**src/rtl/pea_ctrl_pkg.sv**
```systemverilog
// Shared types and constants for the PE-array job sequencer.
// The state encodings are also what state_dbg reports, so they are fixed explicitly.
package pea_ctrl_pkg;

  localparam int unsigned NUM_ROW_DEF = 7;
  localparam int unsigned NUM_COL_DEF = 7;
  localparam int unsigned CNT_W_DEF   = 16;
  localparam int unsigned PASS_W_DEF  = 8;
  localparam int unsigned TO_W_DEF    = 20;
  localparam int unsigned SEL_W       = 2;
  localparam int unsigned STATE_W     = 4;

  localparam logic [SEL_W-1:0] LOAD_SEL_IFMAP = 2'd0;
  localparam logic [SEL_W-1:0] LOAD_SEL_FLTR  = 2'd1;
  localparam logic [SEL_W-1:0] LOAD_SEL_PSUM  = 2'd2;

  typedef enum logic [STATE_W-1:0] {
    ST_IDLE         = 4'd0,
    ST_FLUSH_TAG    = 4'd1,
    ST_LOAD_IFMAP   = 4'd2,
    ST_LOAD_FLTR    = 4'd3,
    ST_LOAD_PSUM    = 4'd4,
    ST_FLUSH_KERNEL = 4'd5,
    ST_COMPUTE      = 4'd6,
    ST_DRAIN        = 4'd7,
    ST_DONE         = 4'd8,
    ST_ERROR        = 4'd9
  } state_t;

endpackage

```
**src/rtl/pea_watchdog.sv**
```systemverilog
// Per-state watchdog: counts enabled cycles since the last clear and flags
// the cycle on which the count reaches a nonzero limit.
module pea_watchdog #(
  parameter int unsigned TO_W = 20
) (
  input  logic            clk,
  input  logic            rst,
  input  logic            clear,
  input  logic            enable,
  input  logic [TO_W-1:0] limit,
  output logic            expired
);

  logic [TO_W-1:0] count;

  // count holds the number of enabled cycles already completed in this state
  always_ff @(posedge clk) begin
    if (rst || clear) begin
      count <= '0;
    end else if (enable && (count != '1)) begin
      count <= count + TO_W'(1);
    end
  end

  assign expired = enable && (limit != '0) && (count == limit - TO_W'(1));

endmodule

```
**src/rtl/pea_sequencer.sv**
```systemverilog
// Job sequencer for the PE array: tag flush, loads, kernel flush, counted
// compute with full-stall, drain, multi-pass with optional filter reuse.
module pea_sequencer import pea_ctrl_pkg::*; #(
  parameter int unsigned NUM_ROW = NUM_ROW_DEF,
  parameter int unsigned NUM_COL = NUM_COL_DEF,
  parameter int unsigned CNT_W   = CNT_W_DEF,
  parameter int unsigned PASS_W  = PASS_W_DEF,
  parameter int unsigned TO_W    = TO_W_DEF
) (
  input  logic               clk,
  input  logic               rst,
  input  logic               start,
  input  logic               abort,
  input  logic [PASS_W-1:0]  cfg_num_pass,
  input  logic               cfg_psum_en,
  input  logic               cfg_fltr_reuse,
  input  logic [CNT_W-1:0]   cfg_compute_cycles,
  input  logic [TO_W-1:0]    cfg_timeout,
  input  logic               ram_rst_busy,
  input  logic               tag_busy,
  input  logic [NUM_ROW-1:0] kernel_busy,
  input  logic [NUM_ROW-1:0] full,
  input  logic               load_done,
  output logic               load_req,
  output logic [SEL_W-1:0]   load_sel,
  output logic               flush_tag,
  output logic               flush_kernel,
  output logic               pe_start,
  output logic               busy,
  output logic               done,
  output logic               error,
  output logic [PASS_W-1:0]  pass_idx,
  output logic [STATE_W-1:0] state_dbg
);

  // NUM_COL only describes the array geometry; a zero-column array is unsupported.
  if (NUM_COL == 0) begin : g_num_col_invalid
  end

  state_t             state, next_state;
  logic [PASS_W-1:0]  num_pass_q;
  logic               psum_en_q, reuse_q;
  logic [CNT_W-1:0]   cycles_q, cmp_cnt;
  logic [TO_W-1:0]    timeout_q;
  logic               dwell_ok, state_chg, job_start, last_pass;
  logic               wd_enable, wd_expired;
  logic               load_req_d, flush_tag_d, flush_kernel_d, pe_start_d;
  logic               busy_d, done_d, error_d;
  logic [SEL_W-1:0]   load_sel_d;

  assign state_chg = (next_state != state);
  assign job_start = (state == ST_IDLE) && (next_state == ST_FLUSH_TAG);
  assign last_pass = (pass_idx == num_pass_q - PASS_W'(1));

  // Next state plus the next value of every registered output
  always_comb begin
    next_state     = state;
    load_req_d     = 1'b0;
    load_sel_d     = LOAD_SEL_IFMAP;
    flush_tag_d    = 1'b0;
    flush_kernel_d = 1'b0;
    pe_start_d     = 1'b0;
    busy_d         = 1'b0;
    done_d         = 1'b0;
    error_d        = 1'b0;

    if (abort) begin
      next_state = ST_IDLE;
    end else if (ram_rst_busy && (state != ST_IDLE) && (state != ST_ERROR)) begin
      next_state = ST_ERROR;
    end else if (wd_expired) begin
      next_state = ST_ERROR;
    end else begin
      case (state)
        ST_IDLE:         if (start && !ram_rst_busy) next_state = ST_FLUSH_TAG;
        ST_FLUSH_TAG:    if (dwell_ok && !tag_busy) next_state = ST_LOAD_IFMAP;
        ST_LOAD_IFMAP: begin
          if (load_done) begin
            if ((pass_idx != '0) && reuse_q)
              next_state = psum_en_q ? ST_LOAD_PSUM : ST_FLUSH_KERNEL;
            else
              next_state = ST_LOAD_FLTR;
          end
        end
        ST_LOAD_FLTR:    if (load_done) next_state = psum_en_q ? ST_LOAD_PSUM : ST_FLUSH_KERNEL;
        ST_LOAD_PSUM:    if (load_done) next_state = ST_FLUSH_KERNEL;
        ST_FLUSH_KERNEL: if (dwell_ok && !(|kernel_busy)) next_state = ST_COMPUTE;
        ST_COMPUTE:      if (pe_start && (cmp_cnt == CNT_W'(1))) next_state = ST_DRAIN;
        ST_DRAIN:        if (!(|kernel_busy)) next_state = last_pass ? ST_DONE : ST_LOAD_IFMAP;
        ST_DONE:         next_state = ST_IDLE;
        ST_ERROR:        next_state = ST_ERROR;
        default:         next_state = ST_IDLE;
      endcase
    end

    load_req_d     = next_state inside {ST_LOAD_IFMAP, ST_LOAD_FLTR, ST_LOAD_PSUM};
    flush_tag_d    = (next_state == ST_FLUSH_TAG);
    flush_kernel_d = (next_state == ST_FLUSH_KERNEL);
    pe_start_d     = (next_state == ST_COMPUTE) && !(|full);
    busy_d         = (next_state != ST_IDLE);
    done_d         = (next_state == ST_DONE);
    error_d        = (next_state == ST_ERROR);
    if (next_state == ST_LOAD_FLTR) load_sel_d = LOAD_SEL_FLTR;
    if (next_state == ST_LOAD_PSUM) load_sel_d = LOAD_SEL_PSUM;
  end

  // Watchdog counts waiting states and full-stalled compute cycles
  always_comb begin
    wd_enable = 1'b0;
    case (state)
      ST_FLUSH_TAG, ST_LOAD_IFMAP, ST_LOAD_FLTR, ST_LOAD_PSUM,
      ST_FLUSH_KERNEL, ST_DRAIN: wd_enable = 1'b1;
      ST_COMPUTE:                wd_enable = !pe_start;
      default:                   wd_enable = 1'b0;
    endcase
  end

  pea_watchdog #(.TO_W(TO_W)) u_watchdog (
    .clk     (clk),
    .rst     (rst),
    .clear   (state_chg),
    .enable  (wd_enable),
    .limit   (timeout_q),
    .expired (wd_expired)
  );

  always_ff @(posedge clk) begin
    if (rst) begin
      state        <= ST_IDLE;
      load_req     <= 1'b0;
      load_sel     <= LOAD_SEL_IFMAP;
      flush_tag    <= 1'b0;
      flush_kernel <= 1'b0;
      pe_start     <= 1'b0;
      busy         <= 1'b0;
      done         <= 1'b0;
      error        <= 1'b0;
      state_dbg    <= '0;
    end else begin
      state        <= next_state;
      load_req     <= load_req_d;
      load_sel     <= load_sel_d;
      flush_tag    <= flush_tag_d;
      flush_kernel <= flush_kernel_d;
      pe_start     <= pe_start_d;
      busy         <= busy_d;
      done         <= done_d;
      error        <= error_d;
      state_dbg    <= next_state;
    end
  end

  // Job configuration is captured on start and held for the whole job
  always_ff @(posedge clk) begin
    if (rst) begin
      num_pass_q <= PASS_W'(1);
      psum_en_q  <= 1'b0;
      reuse_q    <= 1'b0;
      cycles_q   <= CNT_W'(1);
      timeout_q  <= '0;
      pass_idx   <= '0;
    end else if (job_start) begin
      num_pass_q <= (cfg_num_pass == '0) ? PASS_W'(1) : cfg_num_pass;
      psum_en_q  <= cfg_psum_en;
      reuse_q    <= cfg_fltr_reuse;
      cycles_q   <= (cfg_compute_cycles == '0) ? CNT_W'(1) : cfg_compute_cycles;
      timeout_q  <= cfg_timeout;
      pass_idx   <= '0;
    end else if ((state == ST_DRAIN) && (next_state == ST_LOAD_IFMAP)) begin
      pass_idx   <= pass_idx + PASS_W'(1);
    end
  end

  // dwell_ok is low only on the first cycle of each state
  always_ff @(posedge clk) begin
    if (rst) begin
      dwell_ok <= 1'b0;
      cmp_cnt  <= '0;
    end else begin
      dwell_ok <= !state_chg;
      if ((state != ST_COMPUTE) && (next_state == ST_COMPUTE))
        cmp_cnt <= cycles_q;
      else if ((state == ST_COMPUTE) && pe_start)
        cmp_cnt <= cmp_cnt - CNT_W'(1);
    end
  end

endmodule

```
**config.mk**
```make
export PLATFORM = sky130hd
export DESIGN_NAME = pea_sequencer
export DESIGN_NICKNAME = d
export VERILOG_FILES = /design/src/rtl/pea_ctrl_pkg.sv /design/src/rtl/pea_watchdog.sv /design/src/rtl/pea_sequencer.sv
export SDC_FILE = /design/constraint.sdc
export NUM_CORES = 1
export LEC_CHECK = 0
export ABC_AREA = 1
export BUFFER_PORTS_ARGS = -buffer_cell sky130_fd_sc_hd__buf_4
export CORE_ASPECT_RATIO = 1.5
export CORE_MARGIN = 5
export CORE_UTILIZATION = 37
export CTS_BUF_LIST = sky130_fd_sc_hd__clkbuf_16
export DETAILED_ROUTE_END_ITERATION = 16
export HOLD_SLACK_MARGIN = 0.03
export PLACE_DENSITY = 0.55
export SETUP_SLACK_MARGIN = 0.3
export SLEW_MARGIN = 25
export SYNTH_ARGS = -nofsm -noshare
export SYNTH_HDL_FRONTEND = slang
export SYNTH_SLANG_ARGS = --single-unit
```
**constraint.sdc**
```tcl
create_clock -name clk -period 5.9 [get_ports clk]
set_input_delay 0.295 -clock clk [delete_from_list [all_inputs] [get_ports clk]]
set_output_delay 0.295 -clock clk [all_outputs]
set_load 0.05 [all_outputs]
```
# Yosys cells after proc, flatten, opt, wreduce, memory -nomap -nowiden
# Cells that the tools add are included.
[word_totals]
reg_bits = 104
inputBits = 67
output_inout_bits = 21
[op_classes]
n_eq_ne = 23
addsub = 5
n_reduce_logical = 36
mux = 22
[op_table]
columns = ["op", "n"]
rows = [
  ["two-way mux 16 bit", 3],
  ["two-way mux 4 bit", 12],
  ["case mux 4 bit (9 select lines)", 1],
  ["== test 4 x 3 -> 1 bit, second input constant", 7],
  ["adder 20 x 1 -> 20 bit, second input constant", 1],
  ["== test 20 bit", 1],
  ["inequality test 20 bit, second input constant", 1],
  ["nonzero test 20 bit", 1],
  ["subtractor 20 x 1 -> 20 bit, second input constant", 1],
  ["== test 16 x 1 -> 1 bit, second input constant", 1],
  ["== test 4 x 2 -> 1 bit, second input constant", 4],
  ["zero test 16 bit", 1],
  ["subtractor 16 x 1 -> 16 bit, second input constant", 1],
  ["logical AND 1 bit", 15],
  ["OR reduction 7 bit", 2],
  ["== test 4 bit, second input constant", 3],
  ["adder 8 x 1 -> 8 bit, second input constant", 1],
  ["== test 4 x 1 -> 1 bit, second input constant", 2],
  ["== test 8 bit", 1],
  ["zero test 8 bit", 1],
  ["two-way mux 8 bit", 1],
  ["nonzero test 4 bit", 2],
  ["nonzero test 8 bit", 1],
  ["subtractor 8 x 1 -> 8 bit, second input constant", 1],
  ["other kinds (14)", 21],
]

# Longest topological paths before layout
# Gate-level depths: netlist (run 1).
[depth]
word_depth = 11
mapped_depth = 22
ltp_nobuf = 22

# Modules after synthesis
# From an unflattened synthesis (run 1), not the netlist that was laid out.
[unflattened]
cells_unflattened = 973
area_unflattened_um2 = 6296.0
[modules_own_cells]
columns = ["mod", "area_per_inst_um2", "n_inst", "cells_per_inst"]
rows = [
  ["pea_sequencer", 4267.8, 1, 626],
  ["pea_watchdog", 2028.2, 1, 347],
]

# Worst setup path before layout (run 1)
# Ideal clock, no wire load.
[synth_timing]
kind = "register to register"
start = "register state[1]"
end = "register pass_idx[0]"
required_time_ns = 5.784
path_slack_ns = 3.318
path_stages_with_launch = 17
synth_period_minus_slack_ns = 2.582
t_arrival_ns = 2.466
path_cell_list = "dfxtp_1 > buf_2 > nand2_1 > nor2_2 > inv_1 > nor2_1 > nor3_1 > o311ai_0 > nor2_1 > nand3_2 > nand2_2 > nor2_2 > inv_2 > nand2_1 > inv_1 > o21ai_0 > nor2_1"
[synth_via]
elab_chain_cells = 11
elab_cells_between_ends = 34
[synth_rtl]
columns = ["element", "line", "text"]
rows = [
  ["from (decl)", "pea_sequencer.sv:40", "state_t state, next_state;"],
  ["from (signal assigned)", "pea_sequencer.sv:140", "state <= next_state;"],
  ["== test 4 x 3 -> 1 bit (tied with other cells)", "pea_sequencer.sv:74, pea_sequencer.sv:110, pea_sequencer.sv:169", ""],
  ["OR reduction 6 bit", "pea_sequencer.sv:110", "case (state)"],
  ["case mux 1 bit (2 select lines)", "pea_sequencer.sv:110", ""],
  ["logical AND 1 bit (2 in series)", "pea_watchdog.sv:25", "assign expired = enable && (limit != '0) && (count == limit - TO_W'(1));"],
  ["two-way mux 4 bit", "pea_sequencer.sv:71", "end else if (wd_expired) begin"],
  ["two-way mux 4 bit", "pea_sequencer.sv:69", "end else if (ram_rst_busy && (state != ST_IDLE) && (state != ST_ERROR)) begin"],
  ["two-way mux 4 bit", "pea_sequencer.sv:67", "if (abort) begin"],
  ["== test 4 x 1 -> 1 bit", "pea_sequencer.sv:52", "assign job_start = (state == ST_IDLE) && (next_state == ST_FLUSH_TAG);"],
  ["logical AND 1 bit", "pea_sequencer.sv:52", ""],
  ["OR reduction 2 bit (no source line)", "-", ""],
  ["to (signal assigned)", "pea_sequencer.sv:170", "pass_idx <= pass_idx + PASS_W'(1);"],
  ["to (decl)", "pea_sequencer.sv:32", "output logic [PASS_W-1:0] pass_idx,"],
]
# Several ways; a longest one is shown, not always the timed one.
# A chain may end at the register's enable or synchronous reset.

# Worst setup path after layout (run 1)
[layout_timing]
start = "register state[1]"
end = "register u_watchdog.count[9]"
[layout_via]
elab_chain_cells = 10
elab_cells_between_ends = 32
[layout_rtl]
columns = ["element", "line", "text"]
rows = [
  ["== test 4 x 3 -> 1 bit (tied with other cells)", "pea_sequencer.sv:74, pea_sequencer.sv:110", ""],
  ["OR reduction 6 bit", "pea_sequencer.sv:110", ""],
  ["case mux 1 bit (2 select lines)", "pea_sequencer.sv:110", ""],
  ["logical AND 1 bit (2 in series)", "pea_watchdog.sv:25", ""],
  ["two-way mux 4 bit", "pea_sequencer.sv:71", ""],
  ["two-way mux 4 bit", "pea_sequencer.sv:69", ""],
  ["two-way mux 4 bit", "pea_sequencer.sv:67", ""],
  ["inequality test 4 bit", "pea_sequencer.sv:51", "assign state_chg = (next_state != state);"],
  ["logical OR 1 bit", "pea_watchdog.sv:18", "if (rst || clear) begin"],
  ["to (signal assigned)", "pea_watchdog.sv:21", "count <= count + TO_W'(1);"],
  ["to (decl)", "pea_watchdog.sv:14", "logic [TO_W-1:0] count;"],
]
# Several ways; a longest one is shown, not always the timed one.

==> results by group, run 1 <==
Logic synthesis
  – Post-synthesis instance area: between 5000 and 6000 µm²
  – Post-synthesis sequential area ratio: 34.8%
  – Mapped Cells: roughly 880
  – Synthesized Nets: between 900 and 1,000
  – Synth unique cells: 41
  – Synthesis-stage register bit count: 104
  – Syn. warnings: 0
  – Synthesized area per cell: 6.78 µm²

Placed design
  – GPL Wtd Cong: 0.876
  – Setup Slack @ Placement: 2.50 ns
  – PortBufs: 87
  – Dpl hpwl: 13,800 µm

Detailed routing
  – 1st-iter DRT viols: 161
  – Vias per Instance: 4.86
  – DRC: 0
  – Drt total wl: 17,500 µm
  – Initial DRT Pass Iterations: 5
  – Wire per inst: 15.0 µm
  – Post-route ant nets: 0
  – Via count: 5,682

Pwr
  – Lkg Pwr: 3.05 nW
  – Peak supply drop: 0.120 mV
  – Pwr dens: 229 nW/µm²

Finish
  – Commonest non-fill, non-tap cell in the layout: nand2_1
  – Multi-input gate area: 3380 µm²
  – Register area: around 2100 µm²
  – Layout cells sized above 1: 16.4%
  – ANT cells: 0
  – Layout net count: 1,031
  – # fillers: 1,738
  – Most frequent cells in the layout: nand2_1, nor2_1, dfxtp_1, inv_1, buf_4
  – Synthesis-to-layout area growth: 17.8%

Timing
  – Slew HR: 49.9%
  – Max-slew violations: 0
  – Final setup fails: 0
  – Final Skew: 0.00772 ns
  – Final period util: 57.9%
  – Setup_tns: 0 ns
  – Fin worst setup slack: 2.49 ns
  – Fin crit period: 3.41 ns
  – RSZ-0062 raised after global routing: false
  – Final hold viol count: 0
  – Slew @ Worst Pin: 0.749 ns
  – Worst hold slack: 0.178 ns
  – Fmax: 293 MHz

GRT
  – GRT Util Overall: 18.7%
  – Largest net degree at the start of global routing: 60
  – Vias in the first global route: 5,824
  – GR Overflow Total: 0
  – First-pass GRT wire length: 28,300 µm
  – Antenna violations before repair: 0

Floorplan
  – Die W: roughly 110 µm
  – Die height: 166 µm
  – Row count: 57
  – Ports: between 80 and 90
  – Core area: 16,000 µm²
  – Initial Util: 37.3%
  – Total Die Area: 18,900 µm²

Clock network
  – CTS tree: done
  – Resized cells post-CTS: 0
  – Longest Clk Path Bufs: 2
  – Skew-Pair Late Insertion Delay: around 0.34 ns
  – Clock sink total: 104
  – CTS hold repair buffers: 0
  – Setup Fix Bufs, Post-CTS: 0
  – Cts bufs inserted: 9
  – Clk slew on worst S/H paths: around 0.070 ns
  – CTS root buffer: clkbuf_16
  – Max H-tree Level: 3

Run status
  – Status: completed

Critical path
  – Reg2Reg Depth: 10
  – Max FO, Critical Path: 21
  – Critical Path Source Type: flip-flop
  – WS Path Type: flip-flop to flip-flop
  – WP data arrival: 3.67 ns
  – Setup crit end kind: flip-flop
  – Critical Path RT: about 6.2 ns

Hold path
  – Hold depth: 3
  – Worst hold-check path type: input pin to flip-flop

Flow run
  – MaxCap Viol Count: 0
==> state kept, by name, indices dropped and copies added, names as in the netlist, 2 cells and up <==
register          count
state                 4
load_sel              2
cycles_q             16
pass_idx              8
u_watchdog.count     20
timeout_q            20
num_pass_q            8
cmp_cnt              16
==> Yosys cell counts, drive strengths merged <==
cell type,count,area [µm²]
a21oi,57,289
a31oi,3,18.8
a41oi,1,8.76
and3,1,6.26
buf,12,86.3
clkbuf,14,52.6
clkinv,1,3.75
dfxtp,104,2080
ha,7,87.6
inv,101,379
nand2,180,701
nand3,69,370
nand3b,4,30.0
nand4,19,125
nor2,152,671
nor3,19,100
nor3b,1,7.51
nor4,8,50.1
o211ai,1,7.51
o21ai,56,280
o21bai,3,22.5
o311ai,1,8.76
or2,4,25.0
or3,1,6.26
or4,1,7.51
xnor2,18,158
xnor3,1,22.5
xor2,43,377
==> worst paths after layout <==
| check | startpoint | end | slack, ns |
|---|---|---|---|
| min | cfg_fltr_reuse | reuse_q | 0.18 |
| max | state[1] | u_watchdog.count[9] | 2.49 |
| max reg2reg | state[1] | u_watchdog.count[9] | 2.49 |
| min reg2reg | cycles_q[4] | cycles_q[4] | 0.46 |
==> final cells by class <==
cell class                 instances  share of cell area (%)
timing repair buffer              90                    9.58
clock buffer                       9                    3.19
sequential                       104                    29.5
clock inverter                     7                   0.674
multi-input combinational        650                    47.9
inverter                         102                    5.43
tap                              206                    3.66
==> power breakdown <==
| part | switching (mW) | total, mW | internal (mW) |
|---|---|---|---|
| logic | 0.190 | 0.307 | 0.117 |
| registers | 0.0216 | 0.749 | 0.728 |
| clock network | 0.275 | 0.561 | 0.286 |
| total | 0.487 | 1.62 | 1.13 |
==> stage by stage <==
stage | power (mW) | cells | util (%) | cell area (µm²)
CTS | 1.64 | 1168 | 43.9 | 7050
finish | 1.62 | 1168 | 43.9 | 7050
global placement | 1.08 | 1152 | 42.2 | 6780
detailed placement | 1.08 | 1152 | 42.2 | 6780
floorplan | 0.981 | 882 | - | 5980
global route | 1.71 | 1168 | 43.9 | 7050
==> layer usage <==
layer,GRT usage [%],share of wire [%],wire length [µm],vias to the layer above
met2,35.9,56,9760,106
met3,2.84,2.8,486,33
met5,0,0,0,-
met4,7.65,3.5,612,0
li1,-,-,-,2980
met1,19.8,38,6660,2563
==> cell families after synthesis <==
family                   synth area share, %
XOR/XNOR                                9.31
AO/OA/AOI/OAI                           10.6
adder cells (fa/ha/maj)                 1.46
flip-flops                              34.8
buffers and inverters                   8.72
AND/OR/NAND/NOR                         35.1
==> worst max-delay path, stage by stage, from the launching register on <==
cell and delay (ns):
dfxtp_1 0.58, nand2_1 0.16, nor2_1 0.24, nand2_1 0.50, o311ai_0 0.49, nor2_1 0.11, nand3_2 0.10, nand2_2 0.13
xor2_1 0.19, nand3_2 0.59, nor2_2 0.24
No activity file was read; power rests on OpenSTA's default activity.
==> inputs of run 2 (changes only) <==
==> constraint.sdc (replaced) <==
create_clock -name clk -period 3.2 [get_ports clk]
set_input_delay 0.16 -clock clk [delete_from_list [all_inputs] [get_ports clk]]
set_output_delay 0.16 -clock clk [all_outputs]
set_load 0.05 [all_outputs]
==> run 2 against run 1 <==
- fmax up 25%
- sequential power up 86%
- register-to-register slack worse by 2.0 ns
- hold slack worse by 0.13 ns
- largest cell class unchanged
- critical endpoint is now cycles_q[0]
- sequential cell count unchanged
==> results by group, run 2 (synthesis results as in run 1) <==
Critical path
  – Buf/Inv on CP: 5 (+5)
  – Max FO, Critical Path: 8 (-62%)
  – Crit-path cells: inv_4, ha_4, nand3_4, nor2_4, buf_4, nand3_1, nand2_1, nand2_1, inv_1, o21ai_0, nor2_1, nand3_2, nand3_2, nand2_4, nor2_4, buf_6, buf_12, nand3_1, nor2_1, a21oi_1
  – Worst path depth: 20 (+10)
  – Reg2Reg Depth: 20 (+10)
  – Crit-path max cell delay: 0.33 ns (-0.26 ns)
  – Critical Path RT: 3.45 ns (-2.71 ns)
  – WS Path Type: flip-flop to flip-flop
  – CP max-delay cell: dfxtp_2
  – Delay-heaviest family, CP: simple AND/OR/NAND/NOR gates
  – Worst R2R Setup Slack: 0.46 ns (-2.02 ns)
  – Setup crit end kind: flip-flop
  – WP data arrival: 2.98 ns (-0.69 ns)
  – Critical Path Source Type: flip-flop

Detailed routing
  – Vias per Instance: 4.95 (+1.7%)
  – Via count: 5,942 (+4.6%)
  – Drt total wl: 18,400 µm (+4.9%)
  – Post-route ant nets: 0 (unchanged)
  – Routed met3 length: 594 µm (+22%)
  – DRC: 0 (unchanged)
  – DRT met1 WL: 6700 µm (+0.54%)
  – Initial DRT Pass Iterations: 4 (-1)
  – 1st-iter DRT viols: 242 (+50%)
  – Top sig layer: met4
  – Wire per inst: 15.3 µm (+2.0%)
  – DR WL met2: 10,400 µm (+6.4%)

Finish
  – Multi-input gate area: 3500 µm² (+3.5%)
  – # fillers: 1,636 (-5.9%)
  – ANT cells: 0 (unchanged)
  – Largest regs: timeout_q: 20 flops, u_watchdog.count: 20 flops
  – Layout net count: 1,064 (+3.2%)
  – Commonest non-fill, non-tap cell in the layout: nand2_1
  – Register area: 2090 µm² (+0.24%)
  – Layout cells sized above 1: 21.3% (+4.9 points)
  – Synthesis-to-layout area growth: 26.8%
  – Most frequent cells in the layout: nand2_1, nor2_1, buf_4, dfxtp_1, inv_1

GRT
  – Vias in the first global route: 5,964 (+2.4%)
  – GRT Util Overall: 18.6% (-0.032 points)
  – GR Overflow Total: 0 (unchanged)
  – Largest net degree at the start of global routing: 50 (-17%)
  – Antenna violations before repair: 0 (unchanged)
  – First-pass GRT wire length: 28,300 µm (about the same)

Clock network
  – Skew-Pair Late Insertion Delay: 0.35 ns (about the same)
  – Clk slew on worst S/H paths: 0.07 ns (about the same)
  – CTS tree: done
  – Cts bufs inserted: 9 (unchanged)
  – Max H-tree Level: 3 (unchanged)
  – Clock sink total: 104 (unchanged)
  – CTS root buffer: clkbuf_16
  – Longest Clk Path Bufs: 2 (unchanged)

Hold path
  – Worst hold-check path type: input pin to flip-flop
  – Hold depth: 3 (unchanged)

Timing
  – Setup_tns: 0 ns (unchanged)
  – Worst hold slack: 0.0441 ns (-0.134 ns)
  – Fmax: 365 MHz (+25%)
  – Final hold viol count: 0 (unchanged)
  – Final Skew: 0.00517 ns (-0.00256 ns)
  – Slew @ Worst Pin: 0.484 ns (-0.265 ns)
  – Slew HR: 67.7% (+18 points)
  – Max-slew violations: 0 (unchanged)
  – Final period util: 85.6% (+28 points)
  – Fin crit period: 2.74 ns (-0.675 ns)
  – Final setup fails: 0 (unchanged)
  – RSZ-0062 raised after global routing: false

Run status
  – Status: completed

Placed design
  – PortBufs: 87 (unchanged)
  – GPL Wtd Cong: 0.893 (+2.0%)
  – Dpl hpwl: 13,800 µm (+0.41%)

Flow run
  – MaxCap Viol Count: 0 (unchanged)

Floorplan
  – Row count: 57 (unchanged)
  – Core area: 16,000 µm² (unchanged)
  – Total Die Area: 18,900 µm² (unchanged)
  – Die W: 114 µm (unchanged)
  – Ports: 88 (unchanged)
  – Die height: 166 µm (unchanged)
  – Initial Util: 37.3% (unchanged)

Pwr
  – Pwr dens: 434 nW/µm² (+89%)
  – Lkg Pwr: 3.29 nW (+8.0%)
  – Peak supply drop: 0.205 mV (+71%)
## run 2: cell types whose count changed in the layout (fill, tap and decap cells not counted), moves of 4 or more
cell     delta
nor2_4      +4
o21ai_1     +4
dfxtp_2     +4
dfxtp_1     -4
inv_1       -6
buf_6       +7
nand2_1     -4
nor2_1      -4
buf_4      +16
o21ai_0     -5
## run 2: what timing repair did
action | in CTS | in global routing
pin swaps | 2 | 17
cloned | 0 | 5
gates resized for setup | 2 | 53
setup endpoints to repair | 24 | 85
hold buffers | 2 | 0
buffers inserted | 2 | 10
hold endpoints to repair | 2 | 0
## run 2: report_power, final
group / switching [mW] / internal, mW
registers: 0.0436 / 1.34
clock network: 0.529 / 0.696
logic: 0.397 / 0.286
total: 0.970 / 2.32
## run 2: worst min-delay path, stage by stage
cell    delay, ns
buf_4        0.08
nor2_1       0.04
nor2_1       0.08
## run 2: layout make-up
cell class,count,share of cell area [%]
Timing Repair Buffer,120,13.2
Tap cell,206,3.40
Timing Repair inverter,1,0.115
Clock buffer,9,2.97
Clock inverter,7,1.37
Multi-Input combinational cell,652,46.1
Inverter,102,5.28
Sequential cell,104,27.5
## run 2: path summary, 6_finish.rpt
path | to | start
hold / removal | reuse_q | cfg_fltr_reuse
setup reg to reg | cycles_q[0] | timeout_q[1]
setup / recovery | cycles_q[0] | timeout_q[1]
hold reg to reg | cycles_q[4] | cycles_q[4]
## run 2: per-layer routing
layer / vias to the layer above / global-route usage [%]
li1: 3060 / -
met3: 37 / 2.70
met1: 2737 / 18.3
met4: 0 / 9.25
met2: 108 / 36.7
met5: - / 0
## run 2: through the flow
| step | instances | setup WS, ns | utilization [%] | power, mW | cell area (µm²) |
|---|---|---|---|---|---|
| CTS | 1186 | 0.287 | 45.3 | 3.24 | 7270 |
| global placement | 1166 | 0.224 | 43.0 | 2.00 | 6900 |
| floorplan | 882 | 0.618 | - | 1.81 | 5980 |
| global route | 1201 | 0.280 | 47.3 | 3.45 | 7580 |
| finish | 1201 | 0.461 | 47.3 | 3.29 | 7580 |
| detailed placement | 1166 | 0.230 | 43.0 | 2.00 | 6900 |
